==> config.mk <==
export PLATFORM = sky130hd
export DESIGN_NAME = if_fetch_stage_flat
export DESIGN_NICKNAME = d
export VERILOG_FILES = /design/src/rtl/fetch_pkg.sv /design/src/rtl/if_fetch_stage_if.sv /design/src/rtl/if_fetch_stage_fifo.sv /design/src/rtl/if_fetch_stage.sv /design/src/flat_wrapper.sv
export SDC_FILE = /design/constraint.sdc
export NUM_CORES = 1
export LEC_CHECK = 0
export CORE_ASPECT_RATIO = 2
export CORE_MARGIN = 2
export CORE_UTILIZATION = 24
export DETAILED_ROUTE_END_ITERATION = 10
export PLACE_DENSITY = 0.47
export REMOVE_ABC_BUFFERS = 1
export SLEW_MARGIN = 15
export SYNTH_ARGS = -nofsm -noshare
export SYNTH_HDL_FRONTEND = slang
export SYNTH_SLANG_ARGS = --single-unit
==> constraint.sdc <==
create_clock -name clk_i -period 8.13 [get_ports clk_i]
set_clock_uncertainty 0.15 [all_clocks]
set_input_delay 1.2195 -clock clk_i [delete_from_list [all_inputs] [get_ports clk_i]]
set_output_delay 1.2195 -clock clk_i [all_outputs]
set_load 0.05 [all_outputs]
==> src/rtl/fetch_pkg.sv <==
// Shared fetch-stage types: data width, NOP encoding and the {pc, instr} entry
// that travels from the memory response into the fetch buffer.
package fetch_pkg;

    localparam int XLEN = 32;
    localparam logic [XLEN-1:0] INSTR_NOP = 32'h0000_0013;

    typedef struct packed {
        logic [XLEN-1:0] pc;
        logic [XLEN-1:0] instr;
    } fetch_entry_t;

    function automatic logic [XLEN-1:0] word_align(input logic [XLEN-1:0] addr);
        return {addr[XLEN-1:2], 2'b00};
    endfunction

endpackage

==> src/rtl/if_fetch_stage_if.sv <==
// Instruction-memory request/grant + in-order response bus.
// master = fetch stage, slave = instruction memory.
interface if_fetch_stage_if;
    import fetch_pkg::*;

    logic            imem_req_o;
    logic [XLEN-1:0] imem_addr_o;
    logic            imem_gnt_i;
    logic            imem_rvalid_i;
    logic [XLEN-1:0] imem_rdata_i;

    modport master (
        output imem_req_o, imem_addr_o,
        input  imem_gnt_i, imem_rvalid_i, imem_rdata_i
    );

    modport slave (
        input  imem_req_o, imem_addr_o,
        output imem_gnt_i, imem_rvalid_i, imem_rdata_i
    );

endinterface

==> src/rtl/if_fetch_stage_fifo.sv <==
// fetch_fifo: synchronous FIFO of fetch entries with push/pop/clear and an
// occupancy count; clear wins over push and pop.
module fetch_fifo
    import fetch_pkg::*;
#(
    parameter int DEPTH = 2
) (
    input  logic                             clk_i,
    input  logic                             rst_i,
    input  logic                             clear_i,
    input  logic                             push_i,
    input  fetch_entry_t                     entry_i,
    input  logic                             pop_i,
    output fetch_entry_t                     head_o,
    output logic [$clog2(DEPTH+1)-1:0]       count_o,
    output logic                             empty_o
);

    localparam int CNT_W = $clog2(DEPTH + 1);
    localparam int PTR_W = (DEPTH > 1) ? $clog2(DEPTH) : 1;
    localparam logic [PTR_W-1:0] LAST = PTR_W'(DEPTH - 1);

    fetch_entry_t     mem_q [DEPTH];
    fetch_entry_t     mem_d [DEPTH];
    logic [PTR_W-1:0] wr_ptr_q, wr_ptr_d;
    logic [PTR_W-1:0] rd_ptr_q, rd_ptr_d;
    logic [CNT_W-1:0] count_q, count_d;

    function automatic logic [PTR_W-1:0] ptr_inc(input logic [PTR_W-1:0] p);
        return (p == LAST) ? '0 : p + 1'b1;
    endfunction

    // NOTE: every variable gets its default before any branch, so no path
    // through this block leaves a value unassigned and no latch is inferred.
    always_comb begin
        mem_d    = mem_q;
        wr_ptr_d = wr_ptr_q;
        rd_ptr_d = rd_ptr_q;
        count_d  = count_q;
        if (clear_i) begin
            wr_ptr_d = '0;
            rd_ptr_d = '0;
            count_d  = '0;
        end else begin
            if (push_i) begin
                mem_d[wr_ptr_q] = entry_i;
                wr_ptr_d        = ptr_inc(wr_ptr_q);
            end
            if (pop_i) begin
                rd_ptr_d = ptr_inc(rd_ptr_q);
            end
            count_d = count_q + CNT_W'(push_i) - CNT_W'(pop_i);
        end
    end

    // NOTE: state is updated with non-blocking assignments so every flop samples
    // pre-edge values. The storage is reset as well: downstream sees zeros on
    // pc/instr while reset is held rather than whatever was left over.
    always_ff @(posedge clk_i or posedge rst_i) begin
        if (rst_i) begin
            mem_q    <= '{default: '0};
            wr_ptr_q <= '0;
            rd_ptr_q <= '0;
            count_q  <= '0;
        end else begin
            mem_q    <= mem_d;
            wr_ptr_q <= wr_ptr_d;
            rd_ptr_q <= rd_ptr_d;
            count_q  <= count_d;
        end
    end

    assign head_o  = mem_q[rd_ptr_q];
    assign count_o = count_q;
    assign empty_o = (count_q == '0);

endmodule

==> src/rtl/if_fetch_stage.sv <==
// Instruction-fetch stage: PC, credit-limited imem requests, response buffer, redirect flush.
// Define FETCH_BYPASS_EN to present a response on valid_o in its arrival cycle when the buffer is empty.
module if_fetch_stage
    import fetch_pkg::*;
#(
    parameter logic [XLEN-1:0] RESET_PC   = 32'h0000_0000,
    parameter int              FIFO_DEPTH = 2
) (
    input  logic             clk_i,
    input  logic             rst_i,
    if_fetch_stage_if.master imem,
    input  logic             redirect_i,
    input  logic [XLEN-1:0]  redirect_pc_i,
    output logic             valid_o,
    input  logic             ready_i,
    output logic [XLEN-1:0]  instr_o,
    output logic [XLEN-1:0]  pc_o
);

    localparam int CNT_W = $clog2(FIFO_DEPTH + 1);

    logic [XLEN-1:0]  pc_q, pc_d;
    logic [XLEN-1:0]  rsp_pc_q, rsp_pc_d;
    logic [CNT_W-1:0] outstanding_q, outstanding_d;
    logic [CNT_W-1:0] discard_q, discard_d;

    logic             gnt_fire, rsp_fire, rsp_live, bypass;
    logic             fifo_push, fifo_pop, fifo_empty;
    logic [CNT_W-1:0] fifo_count;
    fetch_entry_t     fifo_head, rsp_entry;

    // A response with nothing outstanding is a leftover from before a reset and is ignored.
    assign rsp_fire = imem.imem_rvalid_i && (outstanding_q != '0);
    assign rsp_live = rsp_fire && (discard_q == '0) && !redirect_i;
    assign gnt_fire = imem.imem_req_o && imem.imem_gnt_i;

    // In-flight plus buffered never exceeds the buffer depth, so a push always has room.
    assign imem.imem_req_o  = !rst_i && !redirect_i &&
                              (({1'b0, outstanding_q} + {1'b0, fifo_count}) < (CNT_W + 1)'(FIFO_DEPTH));
    assign imem.imem_addr_o = pc_q;

`ifdef FETCH_BYPASS_EN
    assign bypass = fifo_empty && rsp_live;
`else
    assign bypass = 1'b0;
`endif

    assign rsp_entry = '{pc: rsp_pc_q, instr: imem.imem_rdata_i};
    assign valid_o   = !fifo_empty || bypass;
    assign pc_o      = bypass ? rsp_pc_q : fifo_head.pc;
    assign instr_o   = bypass ? imem.imem_rdata_i : fifo_head.instr;
    assign fifo_pop  = !fifo_empty && ready_i;
    assign fifo_push = rsp_live && !(bypass && ready_i);

    always_comb begin
        pc_d          = pc_q;
        rsp_pc_d      = rsp_pc_q;
        discard_d     = discard_q;
        outstanding_d = outstanding_q + CNT_W'(gnt_fire) - CNT_W'(rsp_fire);
        if (redirect_i) begin
            // Everything still in flight after this cycle belongs to the old path.
            pc_d      = word_align(redirect_pc_i);
            rsp_pc_d  = word_align(redirect_pc_i);
            discard_d = outstanding_q - CNT_W'(rsp_fire);
        end else begin
            if (gnt_fire) begin
                pc_d = pc_q + 32'd4;
            end
            if (rsp_fire) begin
                if (discard_q != '0) begin
                    discard_d = discard_q - CNT_W'(1);
                end else begin
                    rsp_pc_d = rsp_pc_q + 32'd4;
                end
            end
        end
    end

    always_ff @(posedge clk_i or posedge rst_i) begin
        if (rst_i) begin
            pc_q          <= RESET_PC;
            rsp_pc_q      <= RESET_PC;
            outstanding_q <= '0;
            discard_q     <= '0;
        end else begin
            pc_q          <= pc_d;
            rsp_pc_q      <= rsp_pc_d;
            outstanding_q <= outstanding_d;
            discard_q     <= discard_d;
        end
    end

    fetch_fifo #(
        .DEPTH (FIFO_DEPTH)
    ) u_fifo (
        .clk_i   (clk_i),
        .rst_i   (rst_i),
        .clear_i (redirect_i),
        .push_i  (fifo_push),
        .entry_i (rsp_entry),
        .pop_i   (fifo_pop),
        .head_o  (fifo_head),
        .count_o (fifo_count),
        .empty_o (fifo_empty)
    );

    // Stray responses are legal after a mid-stream reset, so they are covered rather than asserted.
    cover property (@(posedge clk_i) disable iff (rst_i) imem.imem_rvalid_i && (outstanding_q == '0));

endmodule

==> src/flat_wrapper.sv <==
// flat-port wrapper written by rule: the top's interface ports become plain ports
module if_fetch_stage_flat import fetch_pkg::*;
#(
    parameter logic [XLEN-1:0] RESET_PC   = 32'h0000_0000,
    parameter int              FIFO_DEPTH = 2
)
  (clk_i, rst_i, redirect_i, redirect_pc_i, valid_o, ready_i, instr_o, pc_o, imem_imem_req_o, imem_imem_addr_o, imem_imem_gnt_i, imem_imem_rvalid_i, imem_imem_rdata_i);
  if_fetch_stage_if imem_i ();
  input  logic clk_i;
  input  logic rst_i;
  input  logic redirect_i;
  input  logic [XLEN-1:0] redirect_pc_i;
  output logic valid_o;
  input  logic ready_i;
  output logic [XLEN-1:0] instr_o;
  output logic [XLEN-1:0] pc_o;
  output wire logic [$bits(imem_i.imem_req_o)-1:0] imem_imem_req_o;
  output wire logic [$bits(imem_i.imem_addr_o)-1:0] imem_imem_addr_o;
  input wire logic [$bits(imem_i.imem_gnt_i)-1:0] imem_imem_gnt_i;
  input wire logic [$bits(imem_i.imem_rvalid_i)-1:0] imem_imem_rvalid_i;
  input wire logic [$bits(imem_i.imem_rdata_i)-1:0] imem_imem_rdata_i;
  assign imem_imem_req_o = imem_i.imem_req_o;
  assign imem_imem_addr_o = imem_i.imem_addr_o;
  assign imem_i.imem_gnt_i = imem_imem_gnt_i;
  assign imem_i.imem_rvalid_i = imem_imem_rvalid_i;
  assign imem_i.imem_rdata_i = imem_imem_rdata_i;
  if_fetch_stage #(.RESET_PC(RESET_PC), .FIFO_DEPTH(FIFO_DEPTH)) u_core (.clk_i(clk_i), .rst_i(rst_i), .imem(imem_i), .redirect_i(redirect_i), .redirect_pc_i(redirect_pc_i), .valid_o(valid_o), .ready_i(ready_i), .instr_o(instr_o), .pc_o(pc_o));
endmodule
==> reports/metrics.json, run 1 <==
{
  "globalRouteMet2Util_pct": 26.22,
  "worst-setup-path-type": "input port to primary output",
  "insertedDiodeCount": 0,
  "routed_wl_mm": 27.24,
  "start_util_pct": 24.30,
  "clock.fmax_ghz": 0.2283,
  "final_setup_tns_ns": 0,
  "drt_first_iter_violations": 230,
  "leakage_nw": 4.842,
  "yosys.cell_types.count": 49,
  "cp_common_cell": "clkdlybuf4s50_1",
  "grt_overflow_total": 0,
  "cts_resized": 0,
  "grt_first_pass_wirelength_mm": 41.62,
  "grt_start_max_net_pins": 113,
  "floorplan.die.height_um": 281.1,
  "crit_path_start": "rst_i",
  "cts_tree": "yes",
  "floorplan.io_pins": 168,
  "yosys.area.top_type": "dfrtp_1",
  "synthTopCellsByCount": "192 x dfrtp_1, 189 x mux2_2, 63 x nand2_1",
  "placementRows": 101,
  "final.hold.worst_slack_ns": 0.3492,
  "maximum_root_to_sink_buffer_count": 2,
  "core_region_area_um2": 37910,
  "globalRouteMet1Util_pct": 15.61,
  "maxSlewViolCount": 0,
  "cpMaxStageDelayCell": "clkdlybuf4s50_1",
  "post_synth.cell_area_avg_um2": 12.22,
  "cp.arrival_ns": 3.01,
  "synth_enable_flop_cells": 0,
  "fp.dieW_um": 142.5,
  "route.detailed.wl_per_inst_um": 19.76,
  "detail-route-antenna-nets": 0,
  "via_count_of_the_first_global_routing_pass": 6806,
  "layout_min_cycle_time_ns": 4.380,
  "floorplan.die_area_um2": 40060,
  "worstRegToRegCells": 8,
  "slew_headroom_pct": 23.89,
  "number_of_port_buffers": 161,
  "ff2ff_setup_slack_ns": 4.33,
  "worst_slew_pin_slew_ns": 1.137,
  "cts-root-buf": "clkbuf_16",
  "peakVddDrop_uv": 156.5,
  "crit_required_ns": 6.76,
  "gr-max-usage-layer": "met2",
  "unrepaired_setup_endpoints_after_global_routing": "no",
  "endpoints_failing_setup": 0,
  "hold_viol": 0,
  "globalRouteMet3Util_pct": 3.033,
  "drt_first_pass_iters": 4,
  "cp-start-kind": "input port",
  "ys_seq_area_share_pct": 52.16,
  "period_share_pct": 53.88,
  "worstSetupEndpointType": "primary output",
  "share_of_synthesized_flip_flops_with_an_asynchronous_set_or_reset_pct": 100.0,
  "cts_hold_buf": 0,
  "global_route.usage.total_pct": 13.98,
  "setup.worst_path.end": "imem_imem_req_o",
  "final_core_utilization_pct": 31.42,
  "layout-drive-gt1-share_pct": 28.09,
  "grt_antenna_before_repair": 0,
  "power_per_cell_area_nw_per_um2": 375.5,
  "drv_cap": 0,
  "post-cts-setup-buffers": 0,
  "total_power_mw": 4.472,
  "synth.top_cells.by_area": "dfrtp_1 52%, mux2_2 23%, xnor2_1 2.8%, nand2_1 2.6%, nand3_1 1.4%",
  "num-nets-final": 980,
  "syn_inst": 754,
  "post-synth-top-area-fraction_pct": 52.16,
  "via_count": 6387,
  "path_clk_slew_ns": 0.07,
  "finalWeightedCongestion": 0.7815,
  "crit_path_cell_trace": "clkdlybuf4s50_1, nor4_2, clkdlybuf4s50_1",
  "area.growth.synth_to_final_pct": 29.30,
  "r2r_end": "u_core.imem.imem_addr_o[12]",
  "crit_path_max_incr_delay_ns": 0.87,
  "timing.rr.start": "u_core.outstanding_q[0]",
  "cts_num_sinks": 192,
  "yosysMostFrequentCell": "dfrtp_1",
  "cts-buffers-inserted": 17,
  "postSynthRegisterBits": 192,
  "yosysWarningCount": 0,
  "dp_hpwl_mm": 18.91,
  "worstPathMaxFanout": 3,
  "status": "complete, no violations",
  "insertion_delay_ns": 0.45,
  "avgViaCountPerCell": 4.635,
  "depth_of_the_cts_h_tree": 4,
  "drc": 0,
  "syn-cell-area_um2": 9211,
  "prevailing_post_synth_register_cell": "dfrtp_1",
  "hold_path_class": "register to register"
}
[per-stage QoR]
stage / instance area (um^2) / worst slack (ns) / instances
after floorplan: 9031 / 1.533 / 717
after global placement: 11270 / 3.538 / 1346
after detailed placement: 11270 / 3.498 / 1346
after CTS: 11910 / 3.717 / 1378
after global routing: 11910 / 3.719 / 1378
final: 11910 / 3.750 / 1378
[layer usage]
metal / wire, um / vias to the layer above / part of all wire [%]
li1: - / 3003 / -
met5: 0 / - / 0
met4: 332 / 0 / 1.2
met2: 15200 / 121 / 56
met3: 947 / 16 / 3.5
met1: 10760 / 3247 / 40
[power by group]
group	internal, mW	total [mW]	switching, mW	leakage [nW]
Combinational	0.851	2.06	1.21	2.12
Sequential	1.28	1.49	0.205	2.41
Clock	0.521	0.921	0.400	0.310
Total	2.65	4.47	1.82	4.84
[how the worst min path moves through the flow]
stage                         endpoint  depth (start not counted)  slack (ns)                    start
5_1_grt        u_core.u_fifo.mem_q[95]                          1        0.36  u_core.u_fifo.mem_q[95]
2_1_floorplan  u_core.u_fifo.mem_q[95]                          1        0.30  u_core.u_fifo.mem_q[95]
3_3_place_gp   u_core.u_fifo.mem_q[95]                          1        0.32  u_core.u_fifo.mem_q[95]
6_report       u_core.u_fifo.mem_q[95]                          1        0.35  u_core.u_fifo.mem_q[95]
3_5_place_dp   u_core.u_fifo.mem_q[95]                          1        0.34  u_core.u_fifo.mem_q[95]
4_1_cts        u_core.u_fifo.mem_q[95]                          1        0.35  u_core.u_fifo.mem_q[95]
[layout by cell type, fill, tap and decap left out, drive strengths merged, types with 2 or more instances in the layout]
cell type / count
dfrtp: 192
mux2: 190
clkdlybuf4s50: 160
nand2: 63
o21ai: 40
xnor2: 29
nand3: 26
nor2: 24
clkbuf: 21
nand4: 19
inv: 19
nor3: 17
o211ai: 16
o311ai: 12
a21oi: 11
xor2: 10
ha: 7
and3: 6
buf: 6
nor4: 6
a31oi: 5
conb: 4
clkinv: 4
or3: 3
or2: 3
and2: 3
bufinv: 3
nor2b: 2
nor4b: 2
[final cells by class]
type,count,area (um^2)
Fill cell,3880,26000
Clock buffer,21,480.5
Clock inverter,11,151.4
Tap cell,463,579.3
Sequential cell,192,4808
Multi-Input combinational cell,509,4175
Timing Repair Buffer,166,1648
Inverter,16,67.56
[flip-flops by register name (all words and copies together), names as in the netlist]
| signal | flops |
|---|---|
| u_core.rsp_pc_q | 30 |
| u_core.outstanding_q | 2 |
| u_core.u_fifo.count_o | 2 |
| u_core.u_fifo.wr_ptr_q | 1 |
| u_core.u_fifo.rd_ptr_q | 1 |
| u_core.discard_q | 2 |
| u_core.imem.imem_addr_o | 30 |
| u_core.u_fifo.mem_q | 124 |
[cells by family after synthesis]
group	after synthesis	synth area share, %
multiplexers	191	23.34
other	1	0.04071
adder cells (fa/ha/maj)	8	1.168
AO/OA/AOI/OAI	89	6.031
XOR/XNOR	39	3.708
flip-flops	192	52.16
buffers and inverters	56	2.730
AND/OR/NAND/NOR	178	10.83
[critical path, delay by kind of cell]
kind / cells / cell delay (ns)
buf+inv: 2 / 1.39
simple gates: 1 / 0.40
(Power assumes the default switching activity.)
==> run 2: changes to the inputs <==
- PLACE_DENSITY: 0.47 -> 0.48
- clock period: 8.13 -> 3.9 ns (I/O delays scaled with it)
==> run 2 against run 1 <==
Via count rose by 0.17%. Setup slack lost 3.3 ns. Routed wire length decreased by 1.7%. Non-clock buffer count up 11. Worst hold slack worse by 0.0016 ns. Utilization rose by 0.54 points. Critical path depth stayed put. Die area unchanged. Register-to-register slack worse by 3.4 ns. Flip-flop and latch count unchanged. Cell count increased by 0.80%. Power is 110% higher. Critical endpoint is now instr_o[14].
==> reports/metrics.json, run 2 (synthesis gave the netlist of run 1 again) <==
{
  "status": "complete, no violations",
  "detail-route-antenna-nets": 0,
  "grt_first_pass_wirelength_mm": 41.48,
  "post_layout_nonfiller_instances": 1389,
  "drv_cap": 0,
  "finalWeightedCongestion": 0.7756,
  "floorplan.io_pins": 168,
  "floorplan.die_area_um2": 40060,
  "drt_first_iter_violations": 283,
  "cts_hold_buf": 0,
  "crit_path_cell_trace": "buf_4, mux2_2, clkdlybuf4s50_1",
  "via_count_of_the_first_global_routing_pass": 6747,
  "cts-root-buf": "clkbuf_16",
  "clock.fmax_ghz": 0.2924,
  "insertion_delay_ns": 0.45,
  "depth_of_the_cts_h_tree": 4,
  "worstPathMaxFanout": 36,
  "cp.arrival_ns": 2.69,
  "grt_start_max_net_pins": 85,
  "cts_tree": "yes",
  "largest_register_ff_count": 124,
  "unrepaired_setup_endpoints_after_global_routing": "no",
  "worst-setup-path-type": "register to primary output",
  "layout_min_cycle_time_ns": 3.421,
  "cpMaxStageDelayCell": "dfrtp_4",
  "placementRows": 101,
  "worstSetupEndpointType": "primary output",
  "hold_path_class": "register to register",
  "routed_wl_mm": 26.77,
  "layout_commonest_cell": "dfrtp_1",
  "global_route.usage.total_pct": 13.91,
  "power_per_cell_area_nw_per_um2": 776.7,
  "avgViaCountPerCell": 4.606,
  "maxSlewViolCount": 0,
  "hold_viol": 0,
  "dp_hpwl_mm": 19.49,
  "slew_headroom_pct": 25.73,
  "grt_antenna_before_repair": 0,
  "floorplan.die.height_um": 281.1,
  "area.growth.synth_to_final_pct": 31.53,
  "cts_resized": 0,
  "crit_path_max_incr_delay_ns": 0.80,
  "drc": 0,
  "peakVddDrop_uv": 323.6,
  "drt_first_pass_iters": 4,
  "maximum_root_to_sink_buffer_count": 2,
  "path_clk_slew_ns": 0.07,
  "fp.dieW_um": 142.5,
  "start_util_pct": 24.30,
  "mostFrequentLayoutCells": "191 x dfrtp_1, 189 x mux2_2, 160 x clkdlybuf4s50_1, 63 x nand2_1, 29 x xnor2_1",
  "num-nets-final": 991,
  "cp-start-kind": "register",
  "final_setup_tns_ns": 0,
  "cts_num_sinks": 192,
  "cts-buffers-inserted": 17,
  "endpoints_failing_setup": 0,
  "insertedDiodeCount": 0,
  "via_count": 6398,
  "period_share_pct": 87.71,
  "leakage_nw": 4.930,
  "grt_overflow_total": 0,
  "route.detailed.wl_per_inst_um": 19.27,
  "number_of_port_buffers": 161,
  "crit_required_ns": 3.16,
  "post-cts-setup-buffers": 0,
  "layout-drive-gt1-share_pct": 28.62,
  "core_region_area_um2": 37910,
  "placed_cells": 1357,
  "worst_slew_pin_slew_ns": 1.110,
  "reg_with_most_ffs": "u_core.u_fifo.mem_q"
}
-- run 2: cell types whose count changed in the layout (fill, tap and decap cells not counted) --
cell       before  now
clkinv_2        2    3
buf_12          0    9
clkinv_4        2    0
clkbuf_8        4    2
buf_4           4    7
clkbuf_1        0    3
bufinv_16       3    5
inv_6           3    1
buf_6           1    0
-- run 2: critical path, delay by kind of cell (launching register included) --
family	cells	cell delay, ns
flops	1	0.80
buf+inv	2	1.02
mux	1	0.36
-- run 2: report_power, final --
| part | internal, mW | total [mW] | switching [mW] |
|---|---|---|---|
| Combinational | 1.81 | 4.31 | 2.50 |
| Sequential | 2.67 | 3.14 | 0.464 |
| Clock | 1.17 | 1.96 | 0.788 |
| Total | 5.66 | 9.41 | 3.75 |
-- run 2: final timing paths --
check	slack, ns	depth (start not counted)	end	startpoint
setup / recovery	0.48	3	instr_o[14]	u_core.u_fifo.rd_ptr_q
hold / removal	0.35	1	u_core.u_fifo.mem_q[95]	u_core.u_fifo.mem_q[95]
setup reg to reg	0.97	8	u_core.imem.imem_addr_o[5]	u_core.outstanding_q[0]
hold reg to reg	0.35	1	u_core.u_fifo.mem_q[95]	u_core.u_fifo.mem_q[95]
max in group asynchronous	2.29	3	u_core.u_fifo.mem_q[4]	rst_i
min in group asynchronous	0.48	2	u_core.outstanding_q[0]	rst_i
-- run 2: metrics by stage --
stage	utilization, %	setup WS (ns)	instance area, um^2	hold slack, ns	power [mW]
after floorplan	-	-2.062	9031	0.3042	6.101
after global placement	30.25	0.7958	11470	0.3215	7.507
after detailed placement	30.25	0.7979	11470	0.3349	7.566
after CTS	31.96	0.4168	12120	0.3549	9.565
after global routing	31.96	0.3438	12120	0.3632	9.909
final	31.96	0.4795	12120	0.3476	9.410
-- run 2: layout make-up --
type	instances	area, um^2
Inverter	16	67.56
Sequential cell	192	4808
Fill cell	3828	25800
Tap cell	463	579.3
Multi-Input combinational cell	509	4175
Clock inverter	10	181.4
Timing Repair Buffer	177	1839
Clock buffer	22	464.2
-- run 2: metal layers --
metal / up-vias / global-route usage (%) / wire length [um]
met4: 0 / 4.443 / 423
met3: 16 / 2.624 / 863
met2: 120 / 26.07 / 15030
met1: 3233 / 15.60 / 10450
met5: - / 0 / 0
li1: 3029 / - / -
==> run 3: changes to the inputs <==
- CORE_UTILIZATION: 24 -> 48
- PLACE_DENSITY: 0.48 -> 0.81
==> run 3 against run 2 <==
Via count is 2.5% higher. Power is 2.5% lower. Global-route usage increased by 8.3 points. Register-to-register slack lost 0.18 ns. Sequential power barely moved. Worst hold slack lost 0.020 ns. Die area down 49%. Non-clock buffer count down 6. Largest power group unchanged. Highest routed layer unchanged.
==> reports/metrics.json, run 3 (synthesis gave the netlist of run 1 again) <==
{
  "status": "complete, no violations",
  "cp-start-kind": "register",
  "layout_commonest_cell": "dfrtp_1",
  "crit_path_start": "u_core.outstanding_q[0]",
  "largest_register_ff_count": 124,
  "worst_hold_startpoint": "redirect_i",
  "clock.fmax_ghz": 0.2940,
  "drt_first_iter_violations": 318,
  "hold_path_class": "input port to register",
  "final.hold.worst_slack_ns": 0.3273,
  "hold_viol": 0,
  "cts_num_sinks": 192,
  "path_clk_slew_ns": 0.07,
  "placed_cells": 1143,
  "floorplan.die.height_um": 199.9,
  "clock_power_share_pct": 19.5,
  "via_count": 6559,
  "peakVddDrop_uv": 449.8,
  "route.detailed.wl_per_inst_um": 18.81,
  "intPower_mw": 5.485,
  "drt_first_pass_iters": 4,
  "share_comb_of_total_power_pct": 46.6,
  "globalRouteMet1Util_pct": 24.29,
  "switching_share_of_total_power_pct": 40.22,
  "finalWeightedCongestion": 0.8944,
  "grt_start_max_net_pins": 77,
  "reg_with_most_ffs": "u_core.u_fifo.mem_q",
  "layout-drive-gt1-share_pct": 28.48,
  "cp.arrival_ns": 2.67,
  "routed_wl_mm": 22.10,
  "fp.dieW_um": 102.0,
  "worst-setup-path-type": "register to primary output",
  "maxSlewViolCount": 0,
  "insertion_delay_ns": 0.43,
  "total_power_mw": 9.175,
  "unrepaired_setup_endpoints_after_global_routing": "no",
  "cts_resized": 0,
  "cts-root-buf": "clkbuf_16",
  "drv_cap": 0,
  "grt_antenna_before_repair": 0,
  "switching_power_mw": 3.691,
  "cts-buffers-inserted": 17,
  "worst_slew_pin_slew_ns": 0.9560,
  "global_route.usage.total_pct": 22.20,
  "timing.rr.start": "u_core.outstanding_q[0]",
  "area.growth.synth_to_final_pct": 27.06,
  "final_setup_tns_ns": 0,
  "worstPathMaxFanout": 5,
  "worstRegToRegCells": 9,
  "cts_hold_buf": 0,
  "drc": 0,
  "post_layout_nonfiller_instances": 1175,
  "floorplan.die_area_um2": 20380,
  "placementRows": 71,
  "r2r_end": "u_core.imem.imem_addr_o[25]",
  "num-nets-final": 985,
  "grt_overflow_total": 0,
  "power_per_cell_area_nw_per_um2": 784.0,
  "insertedDiodeCount": 0,
  "post-cts-setup-buffers": 0,
  "endpoints_failing_setup": 0,
  "fillCellCount": 1532,
  "slew_headroom_pct": 36.03,
  "layout_min_cycle_time_ns": 3.401,
  "cts_tree": "yes",
  "gr-max-usage-layer": "met2",
  "hold-path-endpoint": "u_core.u_fifo.rd_ptr_q",
  "globalRouteMet2Util_pct": 41.37,
  "min_path_cells": 2,
  "leakage_nw": 4.866,
  "grt_first_pass_wirelength_mm": 34.61,
  "number_of_port_buffers": 161,
  "dp_hpwl_mm": 15.79,
  "detail-route-antenna-nets": 0,
  "period_share_pct": 87.21,
  "placement.setup.worst_slack_ns": 0.6986,
  "worstSetupEndpointType": "primary output",
  "avgViaCountPerCell": 5.582,
  "final_cell_area_um2": 11700,
  "start_util_pct": 48.91,
  "depth_of_the_cts_h_tree": 4,
  "timing.final.ws_setup_ns": 0.4989,
  "mostFrequentLayoutCells": "191 x dfrtp_1, 189 x mux2_2, 160 x clkdlybuf4s50_1, 63 x nand2_1, 29 x xnor2_1",
  "crit_required_ns": 3.16,
  "floorplan.io_pins": 168,
  "place_area_um2": 11100,
  "globalRouteMet3Util_pct": 3.343,
  "final_core_utilization_pct": 62.14,
  "ff2ff_setup_slack_ns": 0.79,
  "maximum_root_to_sink_buffer_count": 2,
  "via_count_of_the_first_global_routing_pass": 6699,
  "core_region_area_um2": 18830,
  "pwr-share-seq_pct": 33.9
}
==> run 3: cell count changes in the layout (fill, tap and decap cells not counted), sizes merged <==
| cell | before | now |
|---|---|---|
| clkbuf | 22 | 17 |
| inv | 17 | 21 |
| clkinv | 3 | 6 |
| buf | 17 | 11 |
| bufinv | 5 | 3 |
==> run 3: final cells by class <==
| class | instances | area [um^2] | share of cell area, % |
|---|---|---|---|
| Sequential cell | 192 | 4806 | 41.06 |
| Multi-Input combinational cell | 509 | 4175 | 35.67 |
| Timing Repair Buffer | 171 | 1732 | 14.80 |
| Clock buffer | 17 | 425.4 | 3.635 |
| Tap cell | 255 | 319.1 | 2.726 |
| Clock inverter | 15 | 181.4 | 1.550 |
| Inverter | 16 | 65.06 | 0.5559 |
==> run 3: worst max-delay path: stages, from the launching register on <==
cell and delay, ns:
dfrtp_1 0.43, and2_1 0.17, fa_1 0.45, nor4_2 0.32, clkdlybuf4s50_1 0.87
==> run 3: layer usage <==
layer,wire length (um),vias to the layer above
li1,-,3013
met1,8009,3324
met2,12370,187
met3,945,35
met4,775,0
met5,0,-
==> run 3: worst max path at each step <==
stage / end / cells past startpoint
finish: imem_imem_req_o / 4
CTS: imem_imem_req_o / 4
floorplan: u_core.discard_q[0] / 1
global route: imem_imem_req_o / 4
global placement: u_core.imem.imem_addr_o[18] / 8
detailed placement: u_core.imem.imem_addr_o[12] / 8
==> run 3: power groups by stage <==
stage | Sequential, mW | Clock [mW] | Combinational [mW]
3_5_place_dp | 3.14 | 0 | 4.32
4_1_cts | 3.10 | 1.83 | 4.32
2_1_floorplan | 3.19 | 0 | 2.92
5_1_grt | 3.20 | 1.91 | 4.51
6_report | 3.11 | 1.79 | 4.28
3_3_place_gp | 3.09 | 0 | 4.26
